**src/rtl/series_adder_ctrl.sv**
```systemverilog
// -----------------------------------------------------------------------------
// series_adder_ctrl
//   Sequencer between a CPU register interface and a bit-serial series_adder.
//   The CPU loads M operand words of N bits, then pulses start. The block
//   clears the adder for one cycle, streams N bit-slices LSB-first (slice k
//   carries bit k of every operand), waits for the adder's result_vld and
//   captures the sum. done pulses for one cycle whenever result/err update.
//
// Optional feature macro: SADD_CTRL_TIMEOUT_EN
//   defined   : WAIT is bounded to TIMEOUT cycles; on expiry err is set, done
//               pulses, result is left unchanged.
//   undefined : WAIT is unbounded and err is constant 0.
//
// Ports
//   clk, rst_n        clock (rising edge), asynchronous active-low reset
//   wr_en/wr_addr/
//   wr_data           operand write port (honoured only while idle)
//   start             one-cycle pulse that begins a summation
//   busy              high from accepted start until done
//   done              one-cycle pulse: result/err updated
//   err               sticky timeout flag, cleared by an accepted start
//   result            last captured sum
//   adder_rst_p       synchronous active-high reset to series_adder
//   adder_data_vld    slice valid to series_adder
//   adder_data        bit-slice to series_adder
//   adder_result_vld  series_adder result valid
//   adder_result      series_adder result
// -----------------------------------------------------------------------------
module series_adder_ctrl #(
  parameter int M = 8,
  parameter int N = 8
`ifdef SADD_CTRL_TIMEOUT_EN
  ,
  parameter int TIMEOUT = 16
`endif
) (
  input  logic                     clk,
  input  logic                     rst_n,
  input  logic                     wr_en,
  input  logic [$clog2(M)-1:0]     wr_addr,
  input  logic [N-1:0]             wr_data,
  input  logic                     start,
  output logic                     busy,
  output logic                     done,
  output logic                     err,
  output logic [$clog2(M)+N-1:0]   result,
  output logic                     adder_rst_p,
  output logic                     adder_data_vld,
  output logic [M-1:0]             adder_data,
  input  logic                     adder_result_vld,
  input  logic [$clog2(M)+N-1:0]   adder_result
);

  localparam int RW = $clog2(M) + N;
  localparam int KW = $clog2(N);

  typedef enum logic [1:0] {
    S_IDLE  = 2'd0,
    S_CLEAR = 2'd1,
    S_FEED  = 2'd2,
    S_WAIT  = 2'd3
  } state_t;

  state_t                  state_q, state_d;
  logic [M-1:0][N-1:0]     opbuf_q, opbuf_d;
  logic [KW-1:0]           k_q, k_d;
  logic                    busy_q, busy_d;
  logic                    done_q, done_d;
  logic [RW-1:0]           result_q, result_d;
  logic                    adder_rst_p_q, adder_rst_p_d;
  logic                    adder_data_vld_q, adder_data_vld_d;
  logic [M-1:0]            adder_data_q, adder_data_d;

`ifdef SADD_CTRL_TIMEOUT_EN
  localparam int TW = $clog2(TIMEOUT + 1);
  logic                    err_q, err_d;
  logic [TW-1:0]           tcnt_q, tcnt_d;
`endif

  // Gather bit k of every operand word into one M-bit slice.
  function automatic logic [M-1:0] bit_slice(input logic [M-1:0][N-1:0] words,
                                             input logic [KW-1:0]        k);
    logic [M-1:0] s;
    s = {M{1'b0}};
    for (int j = 0; j < M; j++) begin
      s[j] = words[j][k];
    end
    return s;
  endfunction

  // Next-state and next-output logic; outputs are computed for the state being
  // entered so that every output comes straight from a register.
  always_comb begin
    state_d          = state_q;
    opbuf_d          = opbuf_q;
    k_d              = k_q;
    busy_d           = busy_q;
    done_d           = 1'b0;
    result_d         = result_q;
    adder_rst_p_d    = 1'b0;
    adder_data_vld_d = 1'b0;
    adder_data_d     = {M{1'b0}};
`ifdef SADD_CTRL_TIMEOUT_EN
    err_d            = err_q;
    tcnt_d           = tcnt_q;
`endif

    case (state_q)
      S_IDLE: begin
        // A write in the same cycle as start lands before FEED reads the buffer.
        if (wr_en) begin
          opbuf_d[wr_addr] = wr_data;
        end else begin
          opbuf_d = opbuf_q;
        end
        if (start) begin
          state_d       = S_CLEAR;
          busy_d        = 1'b1;
          adder_rst_p_d = 1'b1;
`ifdef SADD_CTRL_TIMEOUT_EN
          err_d         = 1'b0;
`endif
        end else begin
          state_d = S_IDLE;
        end
      end

      S_CLEAR: begin
        state_d          = S_FEED;
        k_d              = {KW{1'b0}};
        adder_data_vld_d = 1'b1;
        adder_data_d     = bit_slice(opbuf_q, {KW{1'b0}});
      end

      S_FEED: begin
        // k_q is the index of the slice currently on adder_data.
        if (k_q == KW'(N - 1)) begin
          state_d = S_WAIT;
`ifdef SADD_CTRL_TIMEOUT_EN
          tcnt_d  = {TW{1'b0}};
`endif
        end else begin
          k_d              = k_q + KW'(1'b1);
          adder_data_vld_d = 1'b1;
          adder_data_d     = bit_slice(opbuf_q, k_q + KW'(1'b1));
        end
      end

      S_WAIT: begin
        if (adder_result_vld) begin
          result_d = adder_result;
          done_d   = 1'b1;
          busy_d   = 1'b0;
          state_d  = S_IDLE;
        end else begin
`ifdef SADD_CTRL_TIMEOUT_EN
          if (tcnt_q == TW'(TIMEOUT - 1)) begin
            err_d   = 1'b1;
            done_d  = 1'b1;
            busy_d  = 1'b0;
            state_d = S_IDLE;
          end else begin
            tcnt_d  = tcnt_q + TW'(1'b1);
          end
`else
          state_d = S_WAIT;
`endif
        end
      end

      default: begin
        state_d = S_IDLE;
        busy_d  = 1'b0;
      end
    endcase
  end

  // State, buffer and output registers; reset also holds the adder in reset.
  always_ff @(posedge clk or negedge rst_n) begin
    if (!rst_n) begin
      state_q          <= S_IDLE;
      opbuf_q          <= {(M*N){1'b0}};
      k_q              <= {KW{1'b0}};
      busy_q           <= 1'b0;
      done_q           <= 1'b0;
      result_q         <= {RW{1'b0}};
      adder_rst_p_q    <= 1'b1;
      adder_data_vld_q <= 1'b0;
      adder_data_q     <= {M{1'b0}};
    end else begin
      state_q          <= state_d;
      opbuf_q          <= opbuf_d;
      k_q              <= k_d;
      busy_q           <= busy_d;
      done_q           <= done_d;
      result_q         <= result_d;
      adder_rst_p_q    <= adder_rst_p_d;
      adder_data_vld_q <= adder_data_vld_d;
      adder_data_q     <= adder_data_d;
    end
  end

`ifdef SADD_CTRL_TIMEOUT_EN
  // Timeout counter and sticky error flag.
  always_ff @(posedge clk or negedge rst_n) begin
    if (!rst_n) begin
      err_q  <= 1'b0;
      tcnt_q <= {TW{1'b0}};
    end else begin
      err_q  <= err_d;
      tcnt_q <= tcnt_d;
    end
  end

  assign err = err_q;
`else
  assign err = 1'b0;
`endif

  assign busy           = busy_q;
  assign done           = done_q;
  assign result         = result_q;
  assign adder_rst_p    = adder_rst_p_q;
  assign adder_data_vld = adder_data_vld_q;
  assign adder_data     = adder_data_q;

endmodule
```
**config.mk**
```make
export PLATFORM = sky130hd
export DESIGN_NAME = series_adder_ctrl
export DESIGN_NICKNAME = d
export VERILOG_FILES = /design/src/rtl/series_adder_ctrl.sv
export SDC_FILE = /design/constraint.sdc
export NUM_CORES = 1
export LEC_CHECK = 0
export ABC_CLOCK_PERIOD_IN_PS = 2550
export CORE_MARGIN = 10
export CORE_UTILIZATION = 55
export DETAILED_ROUTE_END_ITERATION = 8
export GPL_TIMING_DRIVEN = 0
export PLACE_DENSITY = 0.79
export SLEW_MARGIN = 25
export SYNTH_ARGS = -nofsm -noshare
export SYNTH_HDL_FRONTEND = slang
export SYNTH_SLANG_ARGS = --single-unit
```
**constraint.sdc**
```tcl
create_clock -name clk -period 2.55 [get_ports clk]
set_input_delay 0.3825 -clock clk [delete_from_list [all_inputs] [get_ports clk]]
set_output_delay 0.3825 -clock clk [all_outputs]
set_load 0.03 [all_outputs]
```
Word-level counts from Yosys, hierarchy flattened --
Index checks and enable logic that the tools add are counted. Widths: inputs -> output; s select.
Cells by class: shifts and indexed selects 0, add/sub/neg operators 1, div/mod/pow operators 0, mux-type cells 36, bitwise operators 0, $lt $le $gt $ge 3, reductions and logical operators 8, equal/unequal tests 8, multipliers 0
Operators by type and width (count):
- $bwmux 64 | 1
- $bmux 1 s3 | 8
- $demux 8 s3 | 1
- $mux 1 | 16
- $mux 8 | 2
- $pmux 8 s2 | 1
- $lt 3x4->1 const B | 2
- $ne 2x2->1 const B | 4
- $pmux 2 s4 | 1
- $pmux 3 s2 | 1
- $reduce_and 2->1 | 3
- $eq 2x2->1 const B | 2
- $mux 2 | 2
- $pmux 1 s2 | 2
- $reduce_bool 2->1 | 2
- $add 3x1->3 const B | 1
- $eq 3x3->1 const B | 1
- $ge 3x1->1 const B | 1
- $mux 3 | 1
- $reduce_and 3->1 | 1
- $eq 2x1->1 const B | 1
- $logic_not 2->1 | 1
- $logic_and 1x1->1 | 1
Word-level totals: bits in latches 0, bits in read-only memories 0, memories kept 0, register bits 92, input bits 27, logic and storage cells 72, RAM bits 0, output and inout port bits 24

Logic depth before layout (Yosys ltp) --
depth after elaboration 5, gate-level depth with buffers 8, depth with buffers taken out 6

Worst setup path after synthesis --
Ideal clock, no wire load.
path kind reg2reg, start point register k_q[0], end point register adder_data_q[6], in the netlist adder_data[6], stages on the path, launching flop included 9, required time 2.421 ns, buffers on the path 2, data arrival time 1.650 ns, setup slack 0.771 ns, cells stage by stage dfrtp_1 > ha_1 > ha_1 > clkbuf_1 > and2_1 > buf_2 > a22o_1 > nor3_1 > o21ai_0
On the way: longest elaborated chain between the ends 5, elaborated cells on any way between the ends 6, classes of those cells add/sub (1); eq/ne (1); mux (4)
Ends and longest elaborated chain:
- start, declared | RTL line 66 | logic [KW-1:0] k_q, k_d;
- start signal, assigned | RTL line 183 | k_q <= {KW{1'b0}};
- start signal, assigned | RTL line 193 | k_q <= k_d;
- $add 3x1->3 | RTL line 145 | adder_data_d = bit_slice(opbuf_q, k_q + KW'(1'b1));
- $bmux 1 s3 | RTL line 86 | s[j] = words[j][k];
- $mux 1 (implied by the code) | RTL line 86
- $mux 8 * | RTL line 137 | if (k_q == KW'(N - 1)) begin
- $pmux 8 s2 * | RTL line 108 | case (state_q)
- via adder_data_d[6] | RTL line 72 | logic [M-1:0] adder_data_q, adder_data_d;
- end signal, assigned | RTL line 189 | adder_data_q <= {M{1'b0}};
- end signal, assigned | RTL line 199 | adder_data_q <= adder_data_d;
- end, declared | RTL line 72
Mark *: on every way through the listed nets, which the timed path passes. The rest lies on a longest branch. The select of a mux whose other input is x is not followed. A chain may end at the register's enable or synchronous reset.

Worst setup path in the final report --
start point register k_q[1], end point register adder_data_q[4], in the netlist adder_data[4]
Same word-level chain as after synthesis.

==> results.md <==
- The repair_antennas step left the layout with diodes totalling 0.
- Dividing the detail-routed wire length by the instance count gives 18.4 µm.
- The synthesized design contains 92 register bits.
- The hold violation count in the final report is 0.
- The final antenna-violating net count is 0.
- The path class of the lowest-slack min-delay path is in2async.
- The final wirelength is 8730 µm.
- The share of synthesized area occupied by flip-flops and latches is 55.5%.
- From bottom edge to top edge, the die measures 107 µm.
- The area share of the leading cell type in the synthesized netlist is 54.8%.
- The cell area power density is 1230 mW/mm².
- The category of the most critical setup path is reg2reg.
- The count of clock tree sinks is 92.
- The core region is 0.00729 mm².
- The maximum number of buffers from clock root to sink is 2.
- The largest incremental delay on the critical path is 0.41 ns.
- Setup repair after global routing left no endpoint under its margin.
- The data arrival at the endpoint of the critical path is ~2.4 ns.
- Yosys mapped a number of flops with a built-in enable equal to 0.
- Buffers inserted to repair hold after CTS numbered 1.
- Summing internal, switching and leakage power gives 6240 µW.
- In this run the cell area of the synthesized design comes to about 0.0042 mm².
- The effective utilization at floorplan is 56.9%.
- Timing would allow up to 468 MHz.
- The layout overhead on the synthesized area is 22.2%.
- Row generation in the floorplan step produced 31 rows.
- The worst clock skew on the final layout is ~0.012 ns.
- The wire-length estimate of the detail-placed layout is 6070 µm.
- Across the run, the number of max-cap violations was 0.
- The first TritonRoute pass finished after 4 iterations.
- Synthesis handed over a netlist of 308 instances.
- The number of pins with negative max-slew slack in the final report is 0.
- Counting every net in the synthesized netlist gives 342.
- Global routing used 15.8% of the available tracks.
- After synthesis, the share of flip-flops with an asynchronous set or reset is 100%.
- The number of different library cells used by synthesis comes to 32.
- The required time at the endpoint of the critical path is 2.77 ns.
- The total setup buffers inserted after CTS is 0.
- The actual slew at the worst max-slew pin is 0.551 ns.
- The via count of the routed design is 2612.
- The minimum clock period after layout is 2.14 ns.
- TritonCTS built the clock tree.
- The count of pins on the block boundary is 51.
- Yosys attributes the largest share of cell area to sky130_fd_sc_hd__dfrtp_1 (55%), sky130_fd_sc_hd__mux2_2 (21%), sky130_fd_sc_hd__mux2i_1 (7.2%).
- VDD sags by at most between 0.7 and 0.8 mV.
- In this run the worst path has a maximum fanout of 7.
- In the synthesized netlist the dominant register cell turns out to be sky130_fd_sc_hd__dfrtp_1.
- The critical path endpoint category is a flop.
- The final weighted congestion of routability-driven global placement is 0.807.
- In this run, post-CTS repair resized a total of 0 instances.
- The total CTS buffers is 9.
- The count of port buffers added during placement is 49.
- The average footprint of a synthesized cell is 13.5 µm².
- The signal on the critical path passes through ha_1 > ha_1 > clkbuf_1 > nor2b_1 > clkbuf_1 > a22oi_1 > nand2_1 > o21ai_0.
- The DRC violation total after the first TritonRoute iteration is 112.
- The number of antenna violations at the first check in global routing is 0.
- The most area-hungry cell type in the Yosys netlist is sky130_fd_sc_hd__dfrtp_1.
- Setup violations remaining at the end of the flow were counted as 0.
- The count of unresolved DRC violations after routing is 0.
- The Yosys step of the flow raised 0 warnings.
- For this design the static power due to leakage is between 0.002 and 0.0025 µW.
- For this run the aggregate overflow at the end of global routing stands at 0.
- The slowest stage of the critical path is the sky130_fd_sc_hd__dfrtp_1 cell.
- The clock edge transition at the registers on the reported setup and hold paths is approximately 0.1 ns.
- The root buffer cell chosen for the clock tree is sky130_fd_sc_hd__clkbuf_8.
- Cells with a size suffix above 1 make up 30.4% of the layout.
- The maximum number of pins on one net before global-route repair is 75.
- In the finished design, the share of the clock period the worst path needs comes to 83.8%.
- The remaining max-slew budget at the tightest pin is 63.1%.
- The final net count is 404.
- The full die area is 0.0114 mm².
- The flow ran to the end, and the final reports show no timing, DRC or antenna violations.
- In this run the horizontal extent of the chip is 107 µm.
- The global-route wire length before repair is 14300 µm.
- The via density per instance is 5.51.
- The post-route setup TNS is 0 ns.
- The number of levels the H-tree was split into is 3.
- The number of global-route vias before repair was roughly 2800.
- The startpoint class of the critical path is a flop.
- The source-to-sink clock delay at the later pin of the worst-skew pair is ~0.36 ns.
## metal layers
layer / track usage, % / routed length, µm / vias up
li1: - / - / 1224
met1: 20.1 / 3960 / 1344
met2: 25.7 / 4340 / 36
met3: 4.43 / 330 / 8
met4: 4.55 / 95 / 0
met5: 0 / 0 / -
## synth_stat cells, drive strengths merged (2+ instances only)
master   n
a22o     3
a22oi   14
and2     3
buf      9
clkbuf   4
dfrtp   91
ha       7
inv      4
mux2    79
mux2i   30
nand2   20
nand2b   3
nor2    10
nor2b    5
nor3     2
o21ai   12
or3      2
## sequential cells by signal (all words and copies together), names as in the netlist
| register | cells |
|---|---|
| k_q | 3 |
| done | 1 |
| state_q | 2 |
| adder_data_vld | 1 |
| adder_data | 8 |
| adder_rst_p | 1 |
| busy | 1 |
| result | 11 |
| opbuf_q | 64 |
## final timing paths
kind                                        from  depth (start not counted)                      end  slack [ns]
max                           k_q[1]$_DFFE_PN0P_                          8  adder_data[4]$_DFF_PN0_        0.41
min                                        rst_n                          2    result[5]$_DFFE_PN0P_        0.44
max reg2reg                   k_q[1]$_DFFE_PN0P_                          8  adder_data[4]$_DFF_PN0_        0.41
min reg2reg                result[8]$_DFFE_PN0P_                          1    result[8]$_DFFE_PN0P_        0.51
max in group asynchronous                  rst_n                          3  opbuf_q[57]$_DFFE_PN0P_        1.51
min in group clk           result[8]$_DFFE_PN0P_                          1    result[8]$_DFFE_PN0P_        0.51
## layout by cell type, fill, tap and decap left out, types with 2 or more instances in the layout
master	count
sky130_fd_sc_hd__a22oi_1	14
sky130_fd_sc_hd__inv_1	4
sky130_fd_sc_hd__dfrtp_1	91
sky130_fd_sc_hd__nor2_1	4
sky130_fd_sc_hd__mux2_2	79
sky130_fd_sc_hd__clkbuf_1	4
sky130_fd_sc_hd__nor3_1	2
sky130_fd_sc_hd__clkdlybuf4s50_1	48
sky130_fd_sc_hd__bufinv_16	4
sky130_fd_sc_hd__clkbuf_8	9
sky130_fd_sc_hd__o21ai_0	12
sky130_fd_sc_hd__a22o_1	3
sky130_fd_sc_hd__buf_4	3
sky130_fd_sc_hd__nor2b_1	5
sky130_fd_sc_hd__nand2_1	20
sky130_fd_sc_hd__or3_1	2
sky130_fd_sc_hd__ha_1	7
sky130_fd_sc_hd__nand2b_1	3
sky130_fd_sc_hd__and2_1	2
sky130_fd_sc_hd__mux2i_1	30
sky130_fd_sc_hd__buf_2	3
sky130_fd_sc_hd__nor2_2	6
sky130_fd_sc_hd__buf_6	3
## metrics by stage
stage               cells  worst slack [ns]  hold slack (ns)  cell area (µm²)  utilization, %
floorplan             308             0.771           0.0869             4150               -
global placement      456             -2.21            0.484             4770            65.4
detailed placement    457             0.466            0.233             4800            65.8
CTS                   474             0.420            0.415             5070            69.6
global route          474             0.238            0.434             5070            69.6
finish                474             0.414            0.438             5070            69.6
## worst max-delay path: cells and delay by family (launching register included)
family	cells	cell delay, ns
buffers and inverters	2	0.60
adder cells (fa/ha/maj)	2	0.45
flip-flops	1	0.41
AND/OR/NAND/NOR	2	0.28
AO/OA/AOI/OAI	2	0.26
## report_power, final
part | internal [µW] | total (µW) | switching, µW
Clock | 759 | 1290 | 530
Combinational | 1240 | 2500 | 1260
Sequential | 2120 | 2450 | 332
Total | 4110 | 6240 | 2120
## kinds of logic after synthesis
logic type / count (synthesis) / share of synthesized area [%]
muxes: 109 / 28.7
DFF: 92 / 55.5
and+or+nand+nor: 48 / 5.78
AOI/OAI and AO/OA: 33 / 5.42
buffers and inverters: 17 / 2.26
adders and majority gates: 7 / 2.11
other: 1 / 0.0903
xor gates and xnor gates: 1 / 0.211
## area by class of cell
cell class / instances / area, µm²
clock inverters: 7 / 145
repair buffers: 51 / 529
inverters: 4 / 15.0
clock buffers: 9 / 124
multi-input cells: 199 / 1760
flip-flops and latches: 92 / 2300
plain buffers: 13 / 78.8
well taps: 99 / 124
fillers: 541 / 2220
No activity file was read; power rests on OpenSTA's default activity.
